<file path="src/rtl/sdac_serializer.sv">
// Parallel-to-serial front end for the SDAC serial DAC.
// A one-entry holding register accepts samples over valid/ready. Each sample
// is shifted out MSB-first on SI with en high, followed by a one-cycle soc
// pulse and GAP idle cycles. All outputs come straight from registers.
module sdac_serializer #(
    parameter int WIDTH = 8,
    parameter int DIV   = 1,
    parameter int GAP   = 2
) (
    input  logic             clk,
    input  logic             rst,
    input  logic [WIDTH-1:0] din,
    input  logic             din_valid,
    output logic             din_ready,
    output logic             SI,
    output logic             en,
    output logic             soc,
    output logic             busy,
    output logic             underrun
);

    localparam int BW = $clog2(WIDTH + 1);
    localparam int DW = $clog2(DIV + 1);
    localparam int GW = (GAP > 0) ? $clog2(GAP + 1) : 1;

    localparam logic [BW-1:0] BIT_LAST = BW'(WIDTH - 1);
    localparam logic [DW-1:0] DIV_LAST = DW'(DIV - 1);
    localparam logic [GW-1:0] GAP_LAST = GW'((GAP > 0) ? GAP - 1 : 0);

    typedef enum logic [1:0] {
        S_IDLE  = 2'd0,
        S_SHIFT = 2'd1,
        S_SOC   = 2'd2,
        S_GAP   = 2'd3
    } state_t;

    state_t             state_reg, state_next;
    logic [WIDTH-1:0]   shreg_reg, shreg_next;
    logic [BW-1:0]      bitcnt_reg, bitcnt_next;
    logic [DW-1:0]      divcnt_reg, divcnt_next;
    logic [GW-1:0]      gapcnt_reg, gapcnt_next;
    logic [WIDTH-1:0]   hold_reg, hold_next;
    logic               hold_full_reg, hold_full_next;
    logic               sent_any_reg, sent_any_next;
    logic               ready_reg;
    logic               si_reg, en_reg, soc_reg, busy_reg, underrun_reg;
    logic               underrun_next;
    logic               accept;
    logic               load;
    logic               frame_end;

    // Next-state logic: frame sequencing, holding-register bookkeeping
    always_comb begin
        state_next    = state_reg;
        shreg_next    = shreg_reg;
        bitcnt_next   = bitcnt_reg;
        divcnt_next   = divcnt_reg;
        gapcnt_next   = gapcnt_reg;
        sent_any_next = sent_any_reg;
        underrun_next = 1'b0;
        load          = 1'b0;
        frame_end     = 1'b0;
        accept        = din_valid && ready_reg;

        case (state_reg)
            S_IDLE: begin
                if (hold_full_reg) begin
                    load = 1'b1;
                end
            end
            S_SHIFT: begin
                if (divcnt_reg == DIV_LAST) begin
                    divcnt_next = '0;
                    shreg_next  = {shreg_reg[WIDTH-2:0], 1'b0};
                    bitcnt_next = bitcnt_reg + 1'b1;
                    if (bitcnt_reg == BIT_LAST) begin
                        state_next = S_SOC;
                    end
                end else begin
                    divcnt_next = divcnt_reg + 1'b1;
                end
            end
            S_SOC: begin
                sent_any_next = 1'b1;
                if (GAP > 0) begin
                    state_next  = S_GAP;
                    gapcnt_next = '0;
                end else begin
                    frame_end = 1'b1;
                end
            end
            S_GAP: begin
                if (gapcnt_reg == GAP_LAST) begin
                    frame_end = 1'b1;
                end else begin
                    gapcnt_next = gapcnt_reg + 1'b1;
                end
            end
            default: state_next = S_IDLE;
        endcase

        // A held sample starts the next frame immediately; otherwise the slot was missed.
        if (frame_end) begin
            if (hold_full_reg) begin
                load = 1'b1;
            end else begin
                state_next    = S_IDLE;
                underrun_next = sent_any_next;
            end
        end

        if (load) begin
            state_next  = S_SHIFT;
            shreg_next  = hold_reg;
            bitcnt_next = '0;
            divcnt_next = '0;
        end

        // An accept on the load edge refills the register, so it stays full.
        hold_full_next = accept ? 1'b1 : (load ? 1'b0 : hold_full_reg);
        hold_next      = accept ? din : hold_reg;
    end

    // State and datapath registers; outputs registered from the next state
    always_ff @(posedge clk) begin
        if (rst) begin
            state_reg     <= S_IDLE;
            shreg_reg     <= '0;
            bitcnt_reg    <= '0;
            divcnt_reg    <= '0;
            gapcnt_reg    <= '0;
            hold_reg      <= '0;
            hold_full_reg <= 1'b0;
            sent_any_reg  <= 1'b0;
            ready_reg     <= 1'b0;
            si_reg        <= 1'b0;
            en_reg        <= 1'b0;
            soc_reg       <= 1'b0;
            busy_reg      <= 1'b0;
            underrun_reg  <= 1'b0;
        end else begin
            state_reg     <= state_next;
            shreg_reg     <= shreg_next;
            bitcnt_reg    <= bitcnt_next;
            divcnt_reg    <= divcnt_next;
            gapcnt_reg    <= gapcnt_next;
            hold_reg      <= hold_next;
            hold_full_reg <= hold_full_next;
            sent_any_reg  <= sent_any_next;
            ready_reg     <= !hold_full_next;
            si_reg        <= (state_next == S_SHIFT) ? shreg_next[WIDTH-1] : 1'b0;
            en_reg        <= (state_next == S_SHIFT);
            soc_reg       <= (state_next == S_SOC);
            busy_reg      <= (state_next != S_IDLE);
            underrun_reg  <= underrun_next;
        end
    end

    assign din_ready = ready_reg;
    assign SI        = si_reg;
    assign en        = en_reg;
    assign soc       = soc_reg;
    assign busy      = busy_reg;
    assign underrun  = underrun_reg;

endmodule

</file>
<file path="config.mk">
export PLATFORM = sky130hd
export DESIGN_NAME = sdac_serializer
export DESIGN_NICKNAME = d
export VERILOG_FILES = /design/src/rtl/sdac_serializer.sv
export SDC_FILE = /design/constraint.sdc
export NUM_CORES = 1
export LEC_CHECK = 0
export ABC_AREA = 1
export ABC_CLOCK_PERIOD_IN_PS = 3000
export CORE_MARGIN = 8
export CORE_UTILIZATION = 30
export CTS_BUF_LIST = sky130_fd_sc_hd__clkbuf_16
export DETAILED_ROUTE_END_ITERATION = 16
export GPL_ROUTABILITY_DRIVEN = 0
export SYNTH_ARGS = -nofsm -noshare
export SYNTH_HDL_FRONTEND = slang
export SYNTH_SLANG_ARGS = --single-unit
</file>
<file path="constraint.sdc">
create_clock -name clk -period 3 [get_ports clk]
set_input_delay 0.6 -clock clk [delete_from_list [all_inputs] [get_ports clk]]
set_output_delay 0.6 -clock clk [all_outputs]
set_load 0.005 [all_outputs]
</file>
==> flow_metrics.env, run 1 <==
export IMPL_nFillCells=466
export IMPL_crit_path_end_kind="flip-flop"
export IMPL_timing_hold_violations_final=0
export IMPL_synth_area_mux_share=0
export IMPL_tns_ps=0
export IMPL_post_cts_resized=0
export IMPL_wl_per_cell_um=10.47
export IMPL_clock_latency_ps=280
export IMPL_p_leak_nw=0.6522
export IMPL_ys_warnings_count=0
export IMPL_cts_setup_buffers=0
export IMPL_htree_levels=2
export IMPL_worstReg2RegEnd="SI$_SDFF_PP0_"
export IMPL_ys_seq_elements=32
export IMPL_synth_yosys_seq_area_share=0.4900
export IMPL_hpwl_mm=1.762
export IMPL_regArea_sq_um=640.6
export IMPL_die_h_um=82.02
export IMPL_ys_types=25
export IMPL_whs_path_depth=1
export IMPL_ioPinCount=17
export IMPL_power_frac_comb=0.236
export IMPL_post_route_min_period_ps=1875
export IMPL_finalPower_w=0.001283
export IMPL_multi_input_area_sq_um=578.1
export IMPL_antennaDiodeCount=0
export IMPL_path_delay_family="adder cells"
export IMPL_fmax_mhz=533.4
export IMPL_synth_compound_area_frac=0.1301
export IMPL_fp_row_count=24
export IMPL_slew_violations=0
export IMPL_p_sw_w=0.0003833
export IMPL_start_util=0.3066
export IMPL_synth_edff_count=0
export IMPL_power_switching_share=0.2988
export IMPL_setup_viol=0
export IMPL_slew_headroom=0.6540
export IMPL_cp_max_fo=13
export IMPL_r2r_slack_ps=1130
export IMPL_hold_end="underrun$_SDFF_PP0_"
export IMPL_synth_simple_area_share=0.2344
export IMPL_cap_violations=0
export IMPL_cts_tree="done"
export IMPL_min_delay_start="hold_full_reg$_SDFF_PP0_"
export IMPL_fin_area_sq_um=1652
export IMPL_syn_to_final_growth_pct=26.32
export IMPL_final_antenna_net_count=0
export IMPL_antenna_found_initial=0
export IMPL_crit_path_start_kind="flip-flop"
export IMPL_clkSlewWorstSetupHoldPaths_ps=50
export IMPL_hp_class="reg2reg"
export IMPL_status="complete, no violations"
export IMPL_io_buffer_count=16
export IMPL_crit_required_ps=3210
export IMPL_die_area_sq_um=6726
export IMPL_synth_xor_area_frac=0.02010
export IMPL_cp_slowest_stage_delay_ps=500
export IMPL_synth_fa_ha_area_frac=0.05742
export IMPL_cts_root_buf="clkbuf_16"
export IMPL_vias_per_cell=4.449
export IMPL_track_usage=0.08611
export IMPL_drive_gt1_frac=0.06522
export IMPL_clockBufferDepth=2
export IMPL_synth_main_ff_cell="dfxtp_1"
export IMPL_dpl_cell_area_sq_um=1511
export IMPL_final_cell_mix="nor2_1 (33), dfxtp_1 (32), nand2_1 (22)"
export IMPL_grt_ovfl_total=0
export IMPL_critPathSlowestCell="ha_1"
export IMPL_clockPowerShare=0.373
export IMPL_drt_iter0_drc=51
export IMPL_numCtsBuffers=5
export IMPL_drt_wl_total_mm=2.472
export IMPL_p_int_w=0.0008997
export IMPL_cp_arrival_ps=2090
export IMPL_fin_nets=200
export IMPL_cts_num_sinks=32
export IMPL_clock_skew_ps=3.921
export IMPL_timing_final_crit_share=0.6249
export IMPL_async_flop_share=0
export IMPL_rsz0062_at_grt="false"
export IMPL_path_cells="inv_1 > ha_1 > inv_2 > a21oi_1 > nand2_1 > nand2_1 > nand2_1 > nand2_1 > nand3_1 > nor2_1"
export IMPL_drc=0
export IMPL_tightestPinTransition_ps=519.0
export IMPL_layout_cells_most_common="nor2_1"
export IMPL_synth_top_family_by_area="simple AND/OR/NAND/NOR gates"
export IMPL_power_density_nw_per_um2=776.8
export IMPL_grt_max_degree=18
export IMPL_synth_cells=164
export IMPL_synthesis_area_sq_um=1308
export IMPL_die_w_um=82.02
export IMPL_path_common_cell="nand2_1"
export IMPL_path_buf_inv=2
export IMPL_worst_r2r_path_depth=10
export IMPL_postCtsHoldBufs=0
export IMPL_grt_pass1_vias=1009
export IMPL_pwr_share_seq=0.392
export IMPL_synth_fp_nets=181
export IMPL_grt_pass1_wl_mm=4.360
export IMPL_route_vias_total=1050
export IMPL_core_area_sq_um=4264
export IMPL_crit_type="reg2reg"
export IMPL_r2r_start="state_reg[1]$_SDFF_PP0_"
export IMPL_drt_pass1_iterations=4
export IMPL_ir_worst_vdd_uv=300.2
export IMPL_postSynthAreaPerCell_sq_um=7.973
==> worst register-to-register path, stage by stage, from the launching register on <==
cell,delay [ps]
dfxtp_1,320
inv_1,110
ha_1,500
inv_2,200
a21oi_1,180
nand2_1,60
nand2_1,50
nand2_1,40
nand2_1,100
nand3_1,130
nor2_1,120
==> kinds of logic after synthesis <==
logic type | count (synthesis)
compound gates | 28
buf+inv | 21
simple gates | 74
fa+ha+maj | 6
flops | 32
xor+xnor | 3
==> power by group through the flow <==
stage | Sequential (W) | Combinational (W) | Clock, W
2_1_floorplan | 0.000510 | 0.000213 | 0
3_3_place_gp | 0.000511 | 0.000305 | 0
3_5_place_dp | 0.000512 | 0.000303 | 0
4_1_cts | 0.000503 | 0.000307 | 0.000491
5_1_grt | 0.000510 | 0.000350 | 0.000507
6_report | 0.000502 | 0.000302 | 0.000478
==> cell type report <==
cell class,count,share of cell area
Inverter,16,0.03636
Multi-Input combinational cell,111,0.3500
Clock buffer,5,0.07576
Clock inverter,3,0.009091
Timing Repair Buffer,17,0.1015
Tap cell,52,0.03939
Sequential cell,32,0.3879
==> Yosys cell counts (2+ instances only) <==
library cell	n	area share
a31oi_1	5	0.024
nand2_1	22	0.063
inv_1	14	0.040
ha_1	6	0.057
a21oi_1	6	0.023
xor2_1	2	0.013
dfxtp_1	32	0.49
nor2_1	33	0.095
nand4_1	2	0.0096
o21ai_0	12	0.046
nand3_1	13	0.050
inv_2	2	0.0057
nor3_1	2	0.0077
buf_2	2	0.0077
==> per-stage QoR <==
stage / hold slack (ps) / utilization / instances / setup slack (ps)
2_1_floorplan: 400.7 / - / 164 / 1677
3_3_place_gp: 412.5 / 0.3545 / 228 / 1189
3_5_place_dp: 413.3 / 0.3545 / 228 / 1160
4_1_cts: 421.3 / 0.3873 / 236 / 1120
5_1_grt: 458.0 / 0.3873 / 236 / 942.9
6_report: 419.4 / 0.3873 / 236 / 1125
==> routing by layer <==
metal | part of all wire | up-vias | global-route usage | wire length (um)
met2 | 0.44 | 22 | 0.1326 | 1080
met1 | 0.47 | 450 | 0.09445 | 1162
li1 | - | 571 | - | -
met4 | 0.029 | 0 | 0.05789 | 72
met5 | 0 | - | 0 | 0
met3 | 0.063 | 7 | 0.03720 | 156
==> how the worst max path moves through the flow <==
stage | startpoint | endpoint | slack, ps | cells after the start
after floorplan | state_reg[0]$_SDFF_PP0_ | shreg_reg[6]$_SDFFE_PP0P_ | 1680 | 7
after global placement | rst | busy$_SDFF_PP0_ | 1190 | 4
after detailed placement | state_reg[1]$_SDFF_PP0_ | SI$_SDFF_PP0_ | 1160 | 10
after CTS | state_reg[1]$_SDFF_PP0_ | SI$_SDFF_PP0_ | 1120 | 10
after global routing | state_reg[1]$_SDFF_PP0_ | SI$_SDFF_PP0_ | 940 | 10
final | state_reg[1]$_SDFF_PP0_ | SI$_SDFF_PP0_ | 1130 | 10
Power figures use the tool's default switching activity.
==> run 2: changes to the inputs <==
--- a/config.mk
+++ b/config.mk
@@ -6,7 +6,7 @@
 export NUM_CORES = 1
 export LEC_CHECK = 0
 export ABC_AREA = 1
-export ABC_CLOCK_PERIOD_IN_PS = 3000
+export ABC_CLOCK_PERIOD_IN_PS = 1700
 export CORE_MARGIN = 8
 export CORE_UTILIZATION = 30
 export CTS_BUF_LIST = sky130_fd_sc_hd__clkbuf_16
==> constraint.sdc (replaced) <==
create_clock -name clk -period 1.7 [get_ports clk]
set_input_delay 0.34 -clock clk [delete_from_list [all_inputs] [get_ports clk]]
set_output_delay 0.34 -clock clk [all_outputs]
set_load 0.005 [all_outputs]
==> run 2 against run 1 <==
  * Global-route usage about the same
  * Worst setup slack got worse by 890 ps
  * Highest routed layer unchanged
  * Critical endpoint unchanged
  * Core utilization unchanged
  * Final area unchanged
  * Largest cell class unchanged
==> flow_metrics.env, run 2 (synthesis gave the netlist of run 1 again) <==
export IMPL_slew_violations=0
export IMPL_drt_iter0_drc=39
export IMPL_wl_per_cell_um=10.74
export IMPL_critPathSlowestCell="dfxtp_1"
export IMPL_rsz0062_at_grt="false"
export IMPL_r2r_slack_ps=230
export IMPL_tightestPinTransition_ps=337.8
export IMPL_cts_num_sinks=32
export IMPL_cap_violations=0
export IMPL_nFillCells=447
export IMPL_clockBufferDepth=2
export IMPL_ir_worst_vdd_uv=528.8
export IMPL_slew_headroom=0.7745
export IMPL_crit_path_start_kind="flip-flop"
export IMPL_cts_tree="done"
export IMPL_fp_row_count=24
export IMPL_grt_pass1_vias=1014
export IMPL_clock_skew_ps=3.364
export IMPL_finalPower_w=0.002201
export IMPL_grt_ovfl_total=0
export IMPL_die_h_um=82.02
export IMPL_syn_to_final_growth_pct=26.32
export IMPL_path_common_cell="nand2_1"
export IMPL_antennaDiodeCount=0
export IMPL_setup_viol=0
export IMPL_numCtsBuffers=5
export IMPL_hp_class="reg2reg"
export IMPL_htree_levels=2
export IMPL_cts_setup_buffers=0
export IMPL_regArea_sq_um=640.6
export IMPL_clock_latency_ps=270
export IMPL_post_route_min_period_ps=1466
export IMPL_status="complete, no violations"
export IMPL_postCtsHoldBufs=0
export IMPL_layout_cells_most_common="nor2_1"
export IMPL_cp_startpoint="state_reg[0]$_SDFF_PP0_"
export IMPL_grt_max_degree=18
export IMPL_path_cells="inv_1 > ha_1 > a21oi_1 > nand2_1 > nand2_1 > nand2_1 > nand2_1 > nand3_1 > nor2_1"
export IMPL_multi_input_area_sq_um=578.1
export IMPL_grt_pass1_wl_mm=4.374
export IMPL_crit_path_end_kind="flip-flop"
export IMPL_die_w_um=82.02
export IMPL_crit_required_ps=1900
export IMPL_final_antenna_net_count=0
export IMPL_io_buffer_count=16
export IMPL_cp_slowest_stage_delay_ps=350
export IMPL_vias_per_cell=4.485
export IMPL_timing_hold_violations_final=0
export IMPL_drc=0
export IMPL_core_area_sq_um=4264
export IMPL_cp_arrival_ps=1670
export IMPL_timing_final_crit_share=0.8624
export IMPL_drt_pass1_iterations=4
export IMPL_p_leak_nw=0.6558
export IMPL_ioPinCount=17
export IMPL_worstReg2RegEnd="SI$_SDFF_PP0_"
export IMPL_fin_nets=202
export IMPL_worst_r2r_path_depth=9
export IMPL_route_vias_total=1054
export IMPL_cp_max_fo=4
export IMPL_start_util=0.3066
export IMPL_hpwl_mm=1.840
export IMPL_tns_ps=0
export IMPL_fin_ws_ps=233.9
export IMPL_final_cell_mix="nor2_1 (33), dfxtp_1 (32), nand2_1 (22)"
export IMPL_power_density_nw_per_um2=1333
export IMPL_drt_wl_total_mm=2.525
export IMPL_die_area_sq_um=6726
export IMPL_post_cts_resized=0
export IMPL_antenna_found_initial=0
export IMPL_clkSlewWorstSetupHoldPaths_ps=40
export IMPL_fin_util=0.3873
export IMPL_r2r_start="state_reg[0]$_SDFF_PP0_"
export IMPL_fmax_mhz=682.1
export IMPL_crit_type="reg2reg"
export IMPL_drive_gt1_frac=0.07104
export IMPL_track_usage=0.08573
export IMPL_pre_cts_slack_ps=207.4
export IMPL_min_delay_start="hold_full_reg$_SDFF_PP0_"
export IMPL_cts_root_buf="clkbuf_16"
export IMPL_crit_end="SI$_SDFF_PP0_"
run 2: cell types whose count changed in the layout (fill, tap and decap cells not counted):
cell,before,now
buf_4,1,3
clkinv_1,1,0
clkinvlp_4,1,0
inv_1,15,14
run 2: per-stage QoR:
| stage | hold WS (ps) | area [sq um] | instances |
|---|---|---|---|
| final | 419.3 | 1652 | 235 |
| after global placement | 410.0 | 1526 | 230 |
| after floorplan | 400.7 | 1308 | 164 |
| after global routing | 430.8 | 1652 | 235 |
| after detailed placement | 414.8 | 1526 | 230 |
| after CTS | 421.1 | 1652 | 235 |
run 2: area by class of cell:
cell class | instances | share of cell area
flip-flops and latches | 32 | 0.3879
multi-input cells | 111 | 0.3500
repair buffers | 19 | 0.1106
clock buffers | 5 | 0.07576
well taps | 52 | 0.03939
inverters | 16 | 0.03636
run 2: per-layer routing:
metal | vias up | global-route usage | routed length, um
met1 | 458 | 0.09277 | 1144
li1 | 574 | - | -
met4 | 0 | 0.05263 | 68
met2 | 16 | 0.1381 | 1200
met5 | - | 0 | 0
met3 | 6 | 0.03392 | 112
run 2: worst max-delay path: cells and delay by family, from the launching register on:
family,cells,cell delay [ps]
simple gates,6,470
buf+inv,1,80
compound gates,1,160
flops,1,350
fa+ha+maj,1,340
run 2: worst min-delay path by stage:
stage	cells past startpoint	slack, ps	endpoint
6_report	1	420	underrun$_SDFF_PP0_
5_1_grt	1	430	underrun$_SDFF_PP0_
4_1_cts	1	420	underrun$_SDFF_PP0_
3_5_place_dp	1	410	underrun$_SDFF_PP0_
3_3_place_gp	1	410	underrun$_SDFF_PP0_
2_1_floorplan	1	400	underrun$_SDFF_PP0_
run 2: power by group:
part	switching (W)	internal [W]
logic	0.000314	0.000223
registers	0.0000402	0.000847
clock network	0.000264	0.000513
==> run 3: changes to the inputs <==
--- a/config.mk
+++ b/config.mk
@@ -7,7 +7,6 @@
 export LEC_CHECK = 0
 export ABC_AREA = 1
 export ABC_CLOCK_PERIOD_IN_PS = 1700
-export CORE_MARGIN = 8
 export CORE_UTILIZATION = 30
 export CTS_BUF_LIST = sky130_fd_sc_hd__clkbuf_16
 export DETAILED_ROUTE_END_ITERATION = 16
==> run 3 against run 2 <==
  * First-iteration DRC count up 64%
  * Fmax down 1.1%
  * Worst setup slack worse by 16 ps
  * Routed wire length down 0.51%
  * Sequential share of layout area down 0.92 points
  * Final area up 2.4%
  * Non-clock buffer count unchanged
  * Die area down 31%
  * Core utilization up 2.7 points
  * Critical path type unchanged
==> flow_metrics.env, run 3 (synthesis gave the netlist of run 1 again) <==
export IMPL_drt_pass1_iterations=4
export IMPL_fin_util=0.4140
export IMPL_cts_root_buf="clkbuf_16"
export IMPL_antennaDiodeCount=0
export IMPL_clockPowerShare=0.415
export IMPL_slew_violations=0
export IMPL_layout_cells_most_common="nor2_1"
export IMPL_fp_row_count=23
export IMPL_cp_arrival_ps=1700
export IMPL_min_delay_start="hold_full_reg$_SDFF_PP0_"
export IMPL_die_h_um=68.02
export IMPL_whs_path_depth=1
export IMPL_drt_iter0_drc=64
export IMPL_drive_gt1_frac=0.08602
export IMPL_crit_path_end_kind="flip-flop"
export IMPL_cp_max_fo=4
export IMPL_crit_type="reg2reg"
export IMPL_cts_tree="done"
export IMPL_crit_required_ps=1920
export IMPL_cts_num_sinks=32
export IMPL_route_vias_total=1044
export IMPL_antenna_found_initial=0
export IMPL_globalRoute_busiestLayer="met2"
export IMPL_grt_ovfl_total=0
export IMPL_grt_max_degree=18
export IMPL_drc=0
export IMPL_r2r_start="state_reg[0]$_SDFF_PP0_"
export IMPL_grt_pass1_wl_mm=4.395
export IMPL_p_int_w=0.001753
export IMPL_pwr_share_seq=0.364
export IMPL_rsz0062_at_grt="false"
export IMPL_worstReg2RegEnd="SI$_SDFF_PP0_"
export IMPL_syn_to_final_growth_pct=29.38
export IMPL_crit_end="SI$_SDFF_PP0_"
export IMPL_slew_headroom=0.7469
export IMPL_ir_worst_vdd_uv=487.6
export IMPL_final_cell_mix="nor2_1 (33), dfxtp_1 (32), nand2_1 (22)"
export IMPL_fin_nets=202
export IMPL_final_antenna_net_count=0
export IMPL_clkSlewWorstSetupHoldPaths_ps=50
export IMPL_crit_path_start_kind="flip-flop"
export IMPL_start_util=0.3200
export IMPL_postCtsHoldBufs=0
export IMPL_setup_viol=0
export IMPL_clockBufferDepth=2
export IMPL_hp_class="reg2reg"
export IMPL_track_usage=0.1325
export IMPL_clock_latency_ps=280
export IMPL_tightestPinTransition_ps=379.3
export IMPL_fmax_mhz=674.8
export IMPL_worst_r2r_path_depth=9
export IMPL_met1_usage=0.1618
export IMPL_p_sw_w=0.0006901
export IMPL_status="complete, no violations"
export IMPL_timing_final_crit_share=0.8718
export IMPL_wl_per_cell_um=10.64
export IMPL_cts_setup_buffers=0
export IMPL_htree_levels=2
export IMPL_drt_wl_total_mm=2.512
export IMPL_timing_hold_violations_final=0
export IMPL_critPathSlowestCell="dfxtp_1"
export IMPL_post_cts_resized=0
export IMPL_fin_area_sq_um=1692
export IMPL_met3_usage=0.04500
export IMPL_grt_util_met2=0.1924
export IMPL_tns_ps=0
export IMPL_die_area_sq_um=4626
export IMPL_vias_per_cell=4.424
export IMPL_core_area_sq_um=4086
export IMPL_path_cells="inv_1 > ha_1 > a21oi_1 > nand2_1 > nand2_1 > nand2_1 > nand2_1 > nand3_1 > nor2_1"
export IMPL_clock_skew_ps=3.361
export IMPL_path_common_cell="nand2_1"
export IMPL_cap_violations=0
export IMPL_post_route_min_period_ps=1482
export IMPL_ioPinCount=17
export IMPL_hpwl_mm=1.670
export IMPL_hold_ws_ps=426.7
export IMPL_power_switching_share=0.2824
export IMPL_power_density_nw_per_um2=1445
export IMPL_cp_startpoint="state_reg[0]$_SDFF_PP0_"
export IMPL_cp_slowest_stage_delay_ps=360
export IMPL_io_buffer_count=16
export IMPL_p_leak_nw=0.6740
export IMPL_r2r_slack_ps=220
export IMPL_grt_pass1_vias=981
export IMPL_power_frac_comb=0.221
export IMPL_dpl_cell_area_sq_um=1524
export IMPL_numCtsBuffers=5
export IMPL_die_w_um=68.02
[run 3: cell types whose count changed in the layout (fill, tap and decap cells not counted), sizes merged]
cell      before  now
bufinv         0    1
clkinv         0    1
clkinvlp       0    1
[run 3: stage by stage]
stage	setup WS [ps]	total power, W	instances
global placement	196.2	0.001441	228
finish	218.0	0.002444	236
floorplan	377.1	0.001275	164
detailed placement	189.2	0.001442	228
CTS	232.4	0.002473	236
global route	42.77	0.002603	236
[run 3: worst min path at each step]
stage	endpoint	slack (ps)
after floorplan	underrun$_SDFF_PP0_	400
after global placement	underrun$_SDFF_PP0_	410
after detailed placement	underrun$_SDFF_PP0_	420
after CTS	underrun$_SDFF_PP0_	430
after global routing	underrun$_SDFF_PP0_	440
final	underrun$_SDFF_PP0_	430
[run 3: layout make-up]
type / instances / area (sq um)
Tap cell: 50 / 62.56
Inverter: 16 / 60.06
Clock inverter: 3 / 42.54
Clock buffer: 5 / 125.1
Fill cell: 423 / 2395
Multi-Input combinational cell: 111 / 578.1
Timing Repair Buffer: 19 / 182.7
Sequential cell: 32 / 640.6
[run 3: worst max-delay path, delay by kind of cell, from the launching register on]
kind,cells,cell delay [ps]
AND/OR/NAND/NOR,6,460
AO/OA/AOI/OAI,1,150
adder cells (fa/ha/maj),1,350
buffers and inverters,1,90
flip-flops,1,360
[run 3: power groups by stage]
| stage | clock [W] | combinational, W | sequential [W] |
|---|---|---|---|
| floorplan | 0 | 0.000375 | 0.000900 |
| global placement | 0 | 0.000538 | 0.000903 |
| detailed placement | 0 | 0.000537 | 0.000905 |
| CTS | 0.00104 | 0.000547 | 0.000890 |
| global route | 0.00107 | 0.000629 | 0.000901 |
| finish | 0.00101 | 0.000541 | 0.000889 |
[run 3: per-layer routing]
layer  wire, um  up-vias
met5          0        -
met4         70        0
met3        102        9
met2       1097       18
met1       1242      442
li1           -      575
